### src/rtl/univ_shift_reg_pkg.sv
// Shared constants for the universal shift register: mode select encodings.
package univ_shift_reg_pkg;

    localparam logic [1:0] MODE_HOLD = 2'b00;
    localparam logic [1:0] MODE_SHR  = 2'b01;
    localparam logic [1:0] MODE_SHL  = 2'b10;
    localparam logic [1:0] MODE_LOAD = 2'b11;

endpackage

### src/rtl/univ_shift_reg_shift_cnt_sat.sv
// Saturating up-counter: clear wins over increment, and the count sticks at MAX.
module shift_cnt_sat #(
    parameter int MAX   = 8,
    parameter int CNT_W = $clog2(MAX + 1)
) (
    input  logic             clk,
    input  logic             rst,
    input  logic             clear,
    input  logic             inc,
    output logic [CNT_W-1:0] cnt
);

    always_ff @(posedge clk) begin
        if (rst || clear) begin
            cnt <= '0;
        end else if (inc && (cnt != CNT_W'(MAX))) begin
            cnt <= cnt + CNT_W'(1);
        end
    end

endmodule

### src/rtl/univ_shift_reg.sv
// Universal shift register: hold, shift right/left (serial fill or rotate), parallel load,
// plus a saturating count of shifts since the last load or reset.
module univ_shift_reg
    import univ_shift_reg_pkg::*;
#(
    parameter int               WIDTH   = 8,
    parameter int               ROTATE  = 0,
    parameter logic [WIDTH-1:0] RST_VAL = '0
) (
    input  logic                       clk,
    input  logic                       rst,
    input  logic                       en,
    input  logic [1:0]                 mode,
    input  logic [WIDTH-1:0]           d_in,
    input  logic                       ser_in_msb,
    input  logic                       ser_in_lsb,
    output logic [WIDTH-1:0]           q,
    output logic [WIDTH-1:0]           qb,
    output logic                       ser_out_lsb,
    output logic                       ser_out_msb,
    output logic [$clog2(WIDTH+1)-1:0] shift_cnt,
    output logic                       drained
);

    localparam int CNT_W = $clog2(WIDTH + 1);

    logic [WIDTH-1:0] q_next;
    logic             msb_fill;
    logic             lsb_fill;
    logic             do_load;
    logic             do_shift;

    // Rotation feeds the bit falling off the opposite end back in; serial pins are then unused.
    assign msb_fill = (ROTATE != 0) ? q[0]       : ser_in_msb;
    assign lsb_fill = (ROTATE != 0) ? q[WIDTH-1] : ser_in_lsb;

    always_comb begin
        q_next = q;
        if (en) begin
            case (mode)
                MODE_SHR:  q_next = {msb_fill, q[WIDTH-1:1]};
                MODE_SHL:  q_next = {q[WIDTH-2:0], lsb_fill};
                MODE_LOAD: q_next = d_in;
                default:   q_next = q;
            endcase
        end
    end

    always_ff @(posedge clk) begin
        if (rst) begin
            q <= RST_VAL;
        end else begin
            q <= q_next;
        end
    end

    assign do_load  = en && (mode == MODE_LOAD);
    assign do_shift = en && ((mode == MODE_SHR) || (mode == MODE_SHL));

    shift_cnt_sat #(
        .MAX   (WIDTH),
        .CNT_W (CNT_W)
    ) u_shift_cnt (
        .clk   (clk),
        .rst   (rst),
        .clear (do_load),
        .inc   (do_shift),
        .cnt   (shift_cnt)
    );

    assign qb          = ~q;
    assign ser_out_lsb = q[0];
    assign ser_out_msb = q[WIDTH-1];
    assign drained     = (shift_cnt == CNT_W'(WIDTH));

endmodule

### config.mk
export PLATFORM = sky130hd
export DESIGN_NAME = univ_shift_reg
export DESIGN_NICKNAME = d
export VERILOG_FILES = /design/src/rtl/univ_shift_reg_pkg.sv /design/src/rtl/univ_shift_reg_shift_cnt_sat.sv /design/src/rtl/univ_shift_reg.sv
export SDC_FILE = /design/constraint.sdc
export NUM_CORES = 1
export LEC_CHECK = 0
export ABC_AREA = 1
export CAP_MARGIN = 15
export CORE_MARGIN = 4
export CORE_UTILIZATION = 29
export DETAILED_ROUTE_END_ITERATION = 10
export SETUP_SLACK_MARGIN = 0.2
export SKIP_CTS_REPAIR_TIMING = 1
export SLEW_MARGIN = 20
export SYNTH_ARGS = -nofsm -noshare
export SYNTH_HDL_FRONTEND = slang
export SYNTH_HIERARCHICAL = 1
export SYNTH_SLANG_ARGS = --single-unit
### constraint.sdc
create_clock -name clk -period 1 [get_ports clk]
set_input_delay 0.2 -clock clk [delete_from_list [all_inputs] [get_ports clk]]
set_output_delay 0.2 -clock clk [all_outputs]
set_load 0.05 [all_outputs]
## After elaboration in Yosys (flattened, before gate mapping)

Index checks and enable logic that the tools add are counted.

| operators by class | value |
|---|---|
| $add $sub $neg | 1 |
| eq/ne operators | 5 |
| muxes and demuxes | 1 |
| bitwise operators | 1 |
| reduce and logical (&&, ||, !) cells | 7 |

Operators by type and width:

| operator | number |
|---|---|
| $pmux W8 S3 | 1 |
| $not A8 Y8 | 1 |
| $add A4 B1 Y4 const B | 1 |
| $eq A2 B2 Y1 const B | 2 |
| $eq A4 B4 Y1 const B | 1 |
| $ne A4 B4 Y1 const B | 1 |
| $logic_and A1 B1 Y1 | 3 |
| $reduce_bool A3 Y1 | 1 |
| $eq A2 B1 Y1 const B | 1 |
| $logic_or A1 B1 Y1 | 2 |
| $reduce_and A2 Y1 | 1 |

| storage, ports and cells | value |
|---|---|
| flip-flop bits (word level) | 12 |
| input bits | 15 |
| output and inout port bits | 23 |
| logic and storage cells | 17 |

## Logic depth before layout (Yosys ltp)

Gate-level depths: netlist of run 1.

| depth | value |
|---|---|
| depth in word-level cells | 4 |
| mapped depth | 8 |

## Cells and area by module

Netlist of run 1, hierarchy kept.

Modules (own cells, without submodules):

| module | times used | cells an instance | area an instance (sq um) |
|---|---|---|---|
| univ_shift_reg | 1 | 95 | 579.3 |
| shift_cnt_sat | 1 | 36 | 241.5 |

## Worst setup path after synthesis of run 1

No wires, ideal clock.

| path | value |
|---|---|
| path kind | reg2out |
| start point | reg u_shift_cnt.cnt[3] |
| end point | out drained |
| arrival time | 2214 ps |
| data required time | 800 ps |
| path slack | -1414 ps |
| cell stages (with the launch flop) | 3 |
| path buffers | 0 |
| cell sequence | dfxtp_1 -> inv_1 -> nor4_1 |

| on the way | value |
|---|---|
| word-level cells in the longest chain between the ends | 1 |

RTL lines:

| element | line | RTL |
|---|---|---|
| start, declared | univ_shift_reg_shift_cnt_sat.sv:10 | `output logic [CNT_W-1:0] cnt` |
| start signal, assigned | univ_shift_reg_shift_cnt_sat.sv:17 | `cnt <= cnt + CNT_W'(1);` |
| $eq A4 B4 Y1 | univ_shift_reg.sv:74 | `assign drained = (shift_cnt == CNT_W'(WIDTH));` |
| end, declared | univ_shift_reg.sv:22 | `output logic drained` |

Every way passes these cells.

## Worst setup path in the final report of run 1

| path | value |
|---|---|
| start point | reg u_shift_cnt.cnt[1] |
| end point | out drained |

The elaborated chain is that of the path after synthesis.

==> flow_metrics.tcl, run 1 <==
set metrics [dict create \
    worst_ep_required_time_ns 0.80 \
    nets 215 \
    min_to "u_shift_cnt/cnt[3]$_SDFFE_PP0P_" \
    rsz0062_at_grt "yes" \
    start_kind "flip-flop" \
    overflow 0 \
    vias 1044 \
    synth_top_family_by_area "simple AND/OR/NAND/NOR gates" \
    yosys_register_bits 12 \
    cts.clk_slew.worst_paths_ns 0.08 \
    pre_cts_ws_ns -0.720 \
    syn_inst 131 \
    p_leak_nw 0.853 \
    use_met3_pct 3.98 \
    fill_cells 201 \
    synthMuxAreaShare_pct 0 \
    cts_root_buf "clkbuf_4" \
    synth_nets 151 \
    postLayoutSetupSlackWorst_ns -0.361 \
    worstRegToRegCells 8 \
    peakVddDrop_mv 0.675 \
    gr-usage-met2_pct 25.4 \
    ys_warn_count 6 \
    tritoncts "yes" \
    max_stage_delay_ns 0.37 \
    grt_pass1_vias 975 \
    die_x_um 61.2 \
    drive_gt1_share_pct 61.9 \
    start_util_pct 30.0 \
    row_count 19 \
    cp.arrival_ns 1.16 \
    drtPass1Iterations 4 \
    die_height_um 61.2 \
    grt_usage_pct 14.3 \
    status "finished with violations" \
    grt_max_degree 17 \
    min_from "en" \
    syn_to_final_growth_pct 150 \
    yosysSeqAreaShare_pct 29.3 \
    post-route-period-util_pct 136 \
    design.die.area_um2 3750 \
    rr_startpoint "u_shift_cnt/cnt[0]$_SDFFE_PP0P_" \
    r2r_end "u_shift_cnt/cnt[1]$_SDFFE_PP0P_" \
    path_cells "nor4_4 > buf_12" \
    clock_path_buffers 2 \
    synth_cell_type_count 21 \
    worst_pin_slew_ns 0.272 \
    via_per_inst 4.64 \
    clkLatencyLatePin_ns 0.28 \
    failed_checks "setup timing" \
    synthXorXnorAreaFrac_pct 0 \
    coreArea_um2 2730 \
    critical_path_class "reg -> out" \
    maxSlewHeadroom_pct 81.7 \
    port_buffers 37 \
    drc 0 \
    max_freq_ghz 0.735 \
    synth-simple-area-share_pct 39.6 \
    gp_congestion 0.811 \
    drt_wl_total_um 2940 \
    cts_inserted_buffers 3 \
    diodes 0 \
    met1_usage_pct 16.0 \
    synth_fa_ha_area_share_pct 7.62 \
    synth_area_leader_cell "dfxtp_1" \
    r2r_slack_ns -0.21 \
    ios 38 \
    hold_slack_ns 0.394 \
    dp_hpwl_um 1970 \
    period_minus_slack_ns 1.36 \
    drv_cap 0 \
    final_hold_viol_count 0 \
    fin_skew_ns 0.00200 \
    antenna_found_initial 0 \
    setup_viol 27 \
    p_per_area_nw_per_um2 936 \
    antenna_left 0 \
    path_max_fanout 4 \
    htree_levels 1 \
    first_iter_violations 9 \
    final_max_slew_viol_count 0 \
    post_drt_wl_per_cell_um 13.1 \
    grt_first_pass_wirelength_um 4080 \
    cts.sinks 12 \
    syn_area_per_cell_um2 6.27 \
    min_path_cells 6 \
    synth_top_area_share_pct 29.3 \
    synth_top_cells_by_area "dfxtp_1 29%, nor2_1 13%, nand2_1 12%" \
    worstSetupEndpointType "primary output" \
    synth_compound_area_share_pct 7.47 \
    holdCritPathClass "in -> reg" \
    fin_tns_setup_ns -3.59 \
    worst_path_max_delay_cell "dfxtp_4" \
    synth_area_um2 821 \
    busiest_layer "met2" \
]
[report_power, final]
part	total (mW)	leakage (nW)	internal, mW	switching, mW
combinational	1.03	0.730	0.521	0.506
clock	0.329	0.0154	0.145	0.184
sequential	0.562	0.107	0.502	0.0600
[Yosys cell counts (all sizes together)]
cell,number
a21boi,1
buf,5
clkinv,3
dfxtp,12
ha,5
inv,22
nand2,28
nand3,11
nand4,1
nor2,32
nor4,1
o21ai,10
[worst max-delay path: cells and delay by family, from the launching register on]
family	cells	cell delay, ns
buffers and inverters	1	0.18
flip-flops	1	0.37
AND/OR/NAND/NOR	1	0.33
[kinds of logic after synthesis]
| kind of cell | after synthesis |
|---|---|
| adders and majority gates | 5 |
| AOI/OAI and AO/OA | 11 |
| DFF | 12 |
| buffers and inverters | 30 |
| and+or+nand+nor | 73 |
[area by class of cell]
class | instances | area, um^2 | share of cell area [%]
repair buffers | 64 | 898 | 43.8
multi-input cells | 89 | 649 | 31.7
flip-flops and latches | 12 | 285 | 13.9
inverters | 25 | 151 | 7.39
well taps | 31 | 38.8 | 1.89
clock buffers | 3 | 22.5 | 1.10
clock inverters | 1 | 3.75 | 0.183
[cells in the final DEF, fill, tap and decap left out, types with 6 or more instances in the layout]
master           synthesis  routed
inv_1                   19       6
nor2_2                   2      10
buf_6                    1      10
nor2_1                  29      18
buf_4                    2      13
nand3_4                  0       6
clkinvlp_4               0       8
o21ai_1                  8      10
dfxtp_4                  0      12
buf_12                   0      26
clkdlybuf4s50_1          0      11
nand2_1                 26      24
[layer usage]
metal	wire length, um	part of all wire (%)	vias to the layer above
li1	-	-	526
met3	173	5.9	2
met4	16	0.54	0
met2	1700	58	32
met5	0	0	-
met1	1060	36	484
[registers in the layout, summed over array words and instances (netlist names)]
register         count
u_shift_cnt/cnt      4
q                    8
[worst max path at each step]
| stage | from | endpoint | slack (ns) | depth (start not counted) |
|---|---|---|---|---|
| finish | u_shift_cnt/cnt[1]$_SDFFE_PP0P_ | drained | -0.36 | 2 |
| global route | u_shift_cnt/cnt[1]$_SDFFE_PP0P_ | drained | -0.42 | 2 |
| CTS | mode[1] | u_shift_cnt/cnt[1]$_SDFFE_PP0P_ | -0.43 | 9 |
| detailed placement | mode[1] | u_shift_cnt/cnt[1]$_SDFFE_PP0P_ | -0.72 | 9 |
| global placement | mode[1] | u_shift_cnt/cnt[1]$_SDFFE_PP0P_ | -0.71 | 9 |
| floorplan | u_shift_cnt/cnt[3]$_SDFFE_PP0P_ | drained | -0.31 | 2 |
[stage by stage]
step | utilization, % | power, mW | instance area [um^2] | cells
CTS | 61.7 | 1.74 | 1690 | 206
detailed placement | 60.7 | 1.41 | 1660 | 202
floorplan | - | 1.00 | 990 | 131
global placement | 60.7 | 1.40 | 1660 | 202
global route | 75.0 | 2.03 | 2050 | 225
finish | 75.0 | 1.92 | 2050 | 225
Note: power is estimated with default switching activity, not from simulation.
==> run 2: changes to the inputs <==
GPL_ROUTABILITY_DRIVEN = 0   (was unset)
==> results of run 2 <==
Final layout, timing and power as in run 1 (identical DEF).
==> edit 1: new RTL, settings of run 2 <==
Reset style: asynchronous (`rst`), changed in one clocked block.
--- a/src/rtl/univ_shift_reg.sv
+++ b/src/rtl/univ_shift_reg.sv
@@ -46,7 +46,7 @@
         end
     end
 
-    always_ff @(posedge clk) begin
+    always_ff @(posedge clk or posedge rst) begin
         if (rst) begin
             q <= RST_VAL;
         end else begin
Behaviour: differs if rst is asserted again (counterexample within 4 cycles, from zero or initial values and one cycle with rst high); with rst held inactive, the same outputs for 10 cycles.
==> edit 1 against run 2 <==
  * The flow still finishes with violations (negative setup slack)
  * Setup slack better by 0.031 ns
  * Routed wire length down 4.4%
  * Sequential cell count unchanged
  * Total power up 46%
  * Count of clock-buffer cells in the layout up 1
  * Synthesized area up 9.8%
  * Final area down 5.1%
  * Critical path depth unchanged
  * Clock power up 22%
  * Clock skew up 0.0060 ns
  * Register-to-register slack worse by 0.05 ns
  * Highest routed layer unchanged
==> edit 1: results (changes against run 2) <==
drt wl/cell=11.98 um (was 13.08 um); GRT Total Usage=12.58% (was 14.32%); first-pass GRT wire length=4133 um (was 4084 um); vias per inst=4.468 (was 4.640); worst hold path class=input port to async pin (was input port to register); Most used DFF post-synth=dfrtp_1 (was dfxtp_1); Final Setup Violations=29 (was 27); Inst Count DP=217 (was 202); Die X=63.74 um (was 61.20 um); failing checks=negative setup slack (unchanged); DRT iter0 DRCs=27 (was 9); Post-synth top cells=nand2_1 (74), inv_1 (28), dfrtp_1 (8) (was nor2_1 (29), nand2_1 (26), inv_1 (19)); pin count of the biggest net entering global routing=10 (was 17); GR Util met1=13.55% (was 15.99%); Synth Net Count=164 (was 151); Leak Pwr=0.9627 nW (was 0.8525 nW); top cells by area, synth=nand2_1 (31%), dfrtp_1 (22%), inv_1 (12%) (was dfxtp_1 (29%), nor2_1 (13%), nand2_1 (12%)); Post-Place Setup Slack=-0.6884 ns (was -0.7197 ns); fin cells=235 (was 225); max_slew headroom=78.18% (was 81.74%); VDD IR-drop max=806.8 uV (was 675.4 uV); final setup TNS=-4.196 ns (was -3.589 ns); Post-Synth Adder-Cell Area=6.944% (was 7.622%); compound-cell area share of the yosys netlist=2.361% (was 7.470%); Final WS setup=-0.3307 ns (was -0.3613 ns); Layout non-clock buf frac=44.08% (was 43.83%); Final Skew=0.008003 ns (was 0.001997 ns); nets@finish=225 (was 215); #MultiIn Comb=97 (was 89); met3 WL=129 um (was 173 um); DP HPWL=1927 um (was 1974 um); met2 WL=1482 um (was 1695 um); Final clock-cell share=1.866% (was 1.282%); vias in the first global route=977 (was 975); crit path max fanout=3 (was 4); Netlist cell types=18 (was 21); buffers outside the clock class=60 (was 64); clk_buf instances=4 (was 3); met2 Resource Use GR=23.60% (was 25.38%); Seq/total area=15.70% (was 13.92%); Non-CTS inverters=31 (was 25); status=finished with violations (unchanged); Avg Inst Size Synth=6.256 sq um (was 6.266 sq um); register area share after synthesis=31.11% (was 29.27%); fin util=68.16% (was 74.97%); placed cell areas=1672 sq um (was 1660 sq um)
==> edit 1: path summary, 6_finish.rpt <==
path	from	to	slack, ns	cells after the start
worst min register to register	u_shift_cnt/cnt[2]$_SDFFE_PP0P_	u_shift_cnt/cnt[2]$_SDFFE_PP0P_	0.54	2
worst max register to register	u_shift_cnt/cnt[0]$_SDFFE_PP0P_	u_shift_cnt/cnt[0]$_SDFFE_PP0P_	-0.26	8
max in group asynchronous	rst	q[4]$_DFFE_PP0P_	0.52	2
worst min-delay path	rst	q[2]$_DFFE_PP0P_	0.21	2
min in group clk	en	q[4]$_DFFE_PP0P_	0.36	5
worst max-delay path	u_shift_cnt/cnt[1]$_SDFFE_PP0P_	drained	-0.33	2
==> edit 1: power by group <==
part / internal, mW / total (mW) / switching, mW / leakage (nW)
sequential: 0.554 / 0.681 / 0.127 / 0.128
combinational: 0.850 / 1.72 / 0.871 / 0.814
clock: 0.222 / 0.400 / 0.178 / 0.0210
total: 1.63 / 2.80 / 1.18 / 0.963
==> edit 2: new RTL, flow settings as in run 2 <==
Made on the original files. Set the parameter `WIDTH` to 16 (it was 8).
--- a/src/rtl/univ_shift_reg.sv
+++ b/src/rtl/univ_shift_reg.sv
@@ -3,7 +3,7 @@
 module univ_shift_reg
     import univ_shift_reg_pkg::*;
 #(
-    parameter int               WIDTH   = 8,
+    parameter int               WIDTH   = 16,
     parameter int               ROTATE  = 0,
     parameter logic [WIDTH-1:0] RST_VAL = '0
 ) (
Ports: changed (resized d_in, q, qb and shift_cnt); port bits go from 38 to 63. No check against the original RTL was run, so the function may have changed too.
==> edit 2 against run 2 <==
  * The flow still finishes with violations (negative setup slack)
  * Synthesized cell count rose by 63%
  * Global-route usage fell by 0.14 points
  * Synthesized area rose by 69%
  * Total power rose by 72%
  * Final area rose by 64%
  * Setup slack improved by 0.060 ns
  * Count of clock-buffer cells in the layout did not move
  * Sequential cell count rose by 9
  * Routed wire length rose by 77%
  * Largest cell class unchanged
  * Largest power group unchanged
==> edit 2: results (changes against run 2) <==
clock net sink count=21 (was 12); crit path max fanout=2 (was 4); Netlist cell types=24 (was 21); Layout fillers=305 (was 201); top cells by area, synth=dfxtp_1 (30%), nor2_1 (13%), nand2_1 (12%) (was dfxtp_1 (29%), nor2_1 (13%), nand2_1 (12%)); DRT iter0 DRCs=81 (was 9); Final Skew=0.005077 ns (was 0.001997 ns); final setup TNS=-4.265 ns (was -3.589 ns); DP HPWL=3209 um (was 1974 um); number of port buffers=62 (was 37); Final Setup Violations=44 (was 27); first-pass GRT wire length=6913 um (was 4084 um); failing checks=negative setup slack (unchanged); Logic pwr share=52.6% (was 53.6%); vias in the first global route=1460 (was 975); pin count of the biggest net entering global routing=33 (was 17); placed cell areas=2775 sq um (was 1660 sq um); reg-to-reg startpoint=u_shift_cnt/cnt[1]$_SDFFE_PP0P_ (was u_shift_cnt/cnt[0]$_SDFFE_PP0P_); Final WS setup=-0.3017 ns (was -0.3613 ns); #MultiIn Comb=152 (was 89); drt wl/cell=14.14 um (was 13.08 um); via count=1741 (was 1044); Post-synth top cells=nor2_1 (48), nand2_1 (45), inv_1 (27) (was nor2_1 (29), nand2_1 (26), inv_1 (19)); fraction of area in multi-input gates=29.26% (was 31.68%); Post-Place Setup Slack=-0.6345 ns (was -0.7197 ns); clk root buf=clkbuf_8 (was clkbuf_4); Inst Count DP=333 (was 202); Multi-input gate area=985.9 sq um (was 649.4 sq um); register area=499.2 sq um (was 285.3 sq um); Final clock-cell share=1.374% (was 1.282%); Crit. Startpoint=u_shift_cnt/cnt[3]$_SDFFE_PP0P_ (was u_shift_cnt/cnt[1]$_SDFFE_PP0P_); register area share after synthesis=30.30% (was 29.27%); vias per inst=4.718 (was 4.640); Clk power=575 uW (was 329 uW); Clk Latency, worst-skew pair=0.26 ns (was 0.28 ns); Crit Reg-Reg Endpoint=u_shift_cnt/cnt[0]$_SDFFE_PP0P_ (was u_shift_cnt/cnt[1]$_SDFFE_PP0P_); Pwr per Cell Area=977.3 nW/um^2 (was 936.0 nW/um^2); Gate Count Post-Synth=214 (was 131); P_sw=1.260 mW (was 750.5 uW); FF-to-FF setup slack=-0.09 ns (was -0.21 ns); buffers outside the clock class=110 (was 64); GRT Total Usage=14.17% (was 14.32%); status=finished with violations (unchanged); crit path DAT=1.10 ns (was 1.16 ns); Regs by FF count=q: 16 flops, u_shift_cnt/cnt: 5 flops (was q: 8 flops, u_shift_cnt/cnt: 4 flops); Layout non-clock buf frac=46.71% (was 43.83%)
edit 2: changes by cell type after synthesis, sizes merged, moves of 2 or more:
cell	change
nand3	+7
dfxtp	+9
clkinv	-3
o21ai	+6
nand2	+19
inv	+8
a21oi	+2
nor3	+2
nor2	+28
buf	+6
edit 2: cells by family (layout without fill, tap and decap cells):
logic type / count (synthesis) / count (layout) / share of synthesized area [%]
AND/OR/NAND/NOR: 128 / 128 / 41.21
buffers and inverters: 41 / 144 / 16.86
flip-flops: 21 / 21 / 30.30
AO/OA/AOI/OAI: 18 / 18 / 6.493
adder cells (fa/ha/maj): 5 / 5 / 4.509
XOR/XNOR: 1 / 1 / 0.6313
edit 2: metal layers:
layer / up-vias / track usage [%] / share of wire (%)
met5: - / 0 / 0
met4: 0 / 3.203 / 0.69
met3: 4 / 3.396 / 4.7
met2: 50 / 24.61 / 54
met1: 826 / 17.61 / 41
li1: 861 / - / -
edit 2: worst min-delay path by stage:
stage                       from                               to  slack [ns]  cells past startpoint
2_1_floorplan                rst  u_shift_cnt/cnt[2]$_SDFFE_PP0P_        0.35                      3
3_3_place_gp   q[3]$_SDFFE_PP0P_                q[3]$_SDFFE_PP0P_        0.55                      2
3_5_place_dp   q[7]$_SDFFE_PP0P_                q[7]$_SDFFE_PP0P_        0.57                      2
4_1_cts               ser_in_msb               q[15]$_SDFFE_PP0P_        0.58                      5
5_1_grt                      rst  u_shift_cnt/cnt[3]$_SDFFE_PP0P_        0.43                      5
6_report                     rst  u_shift_cnt/cnt[3]$_SDFFE_PP0P_        0.41                      5
edit 2: worst max-delay path, stage by stage, from the launching register on:
cell and delay (ns):
dfxtp_4 0.35, nor2_4 0.10, nand2_2 0.08, nor3_4 0.15, buf_12 0.16
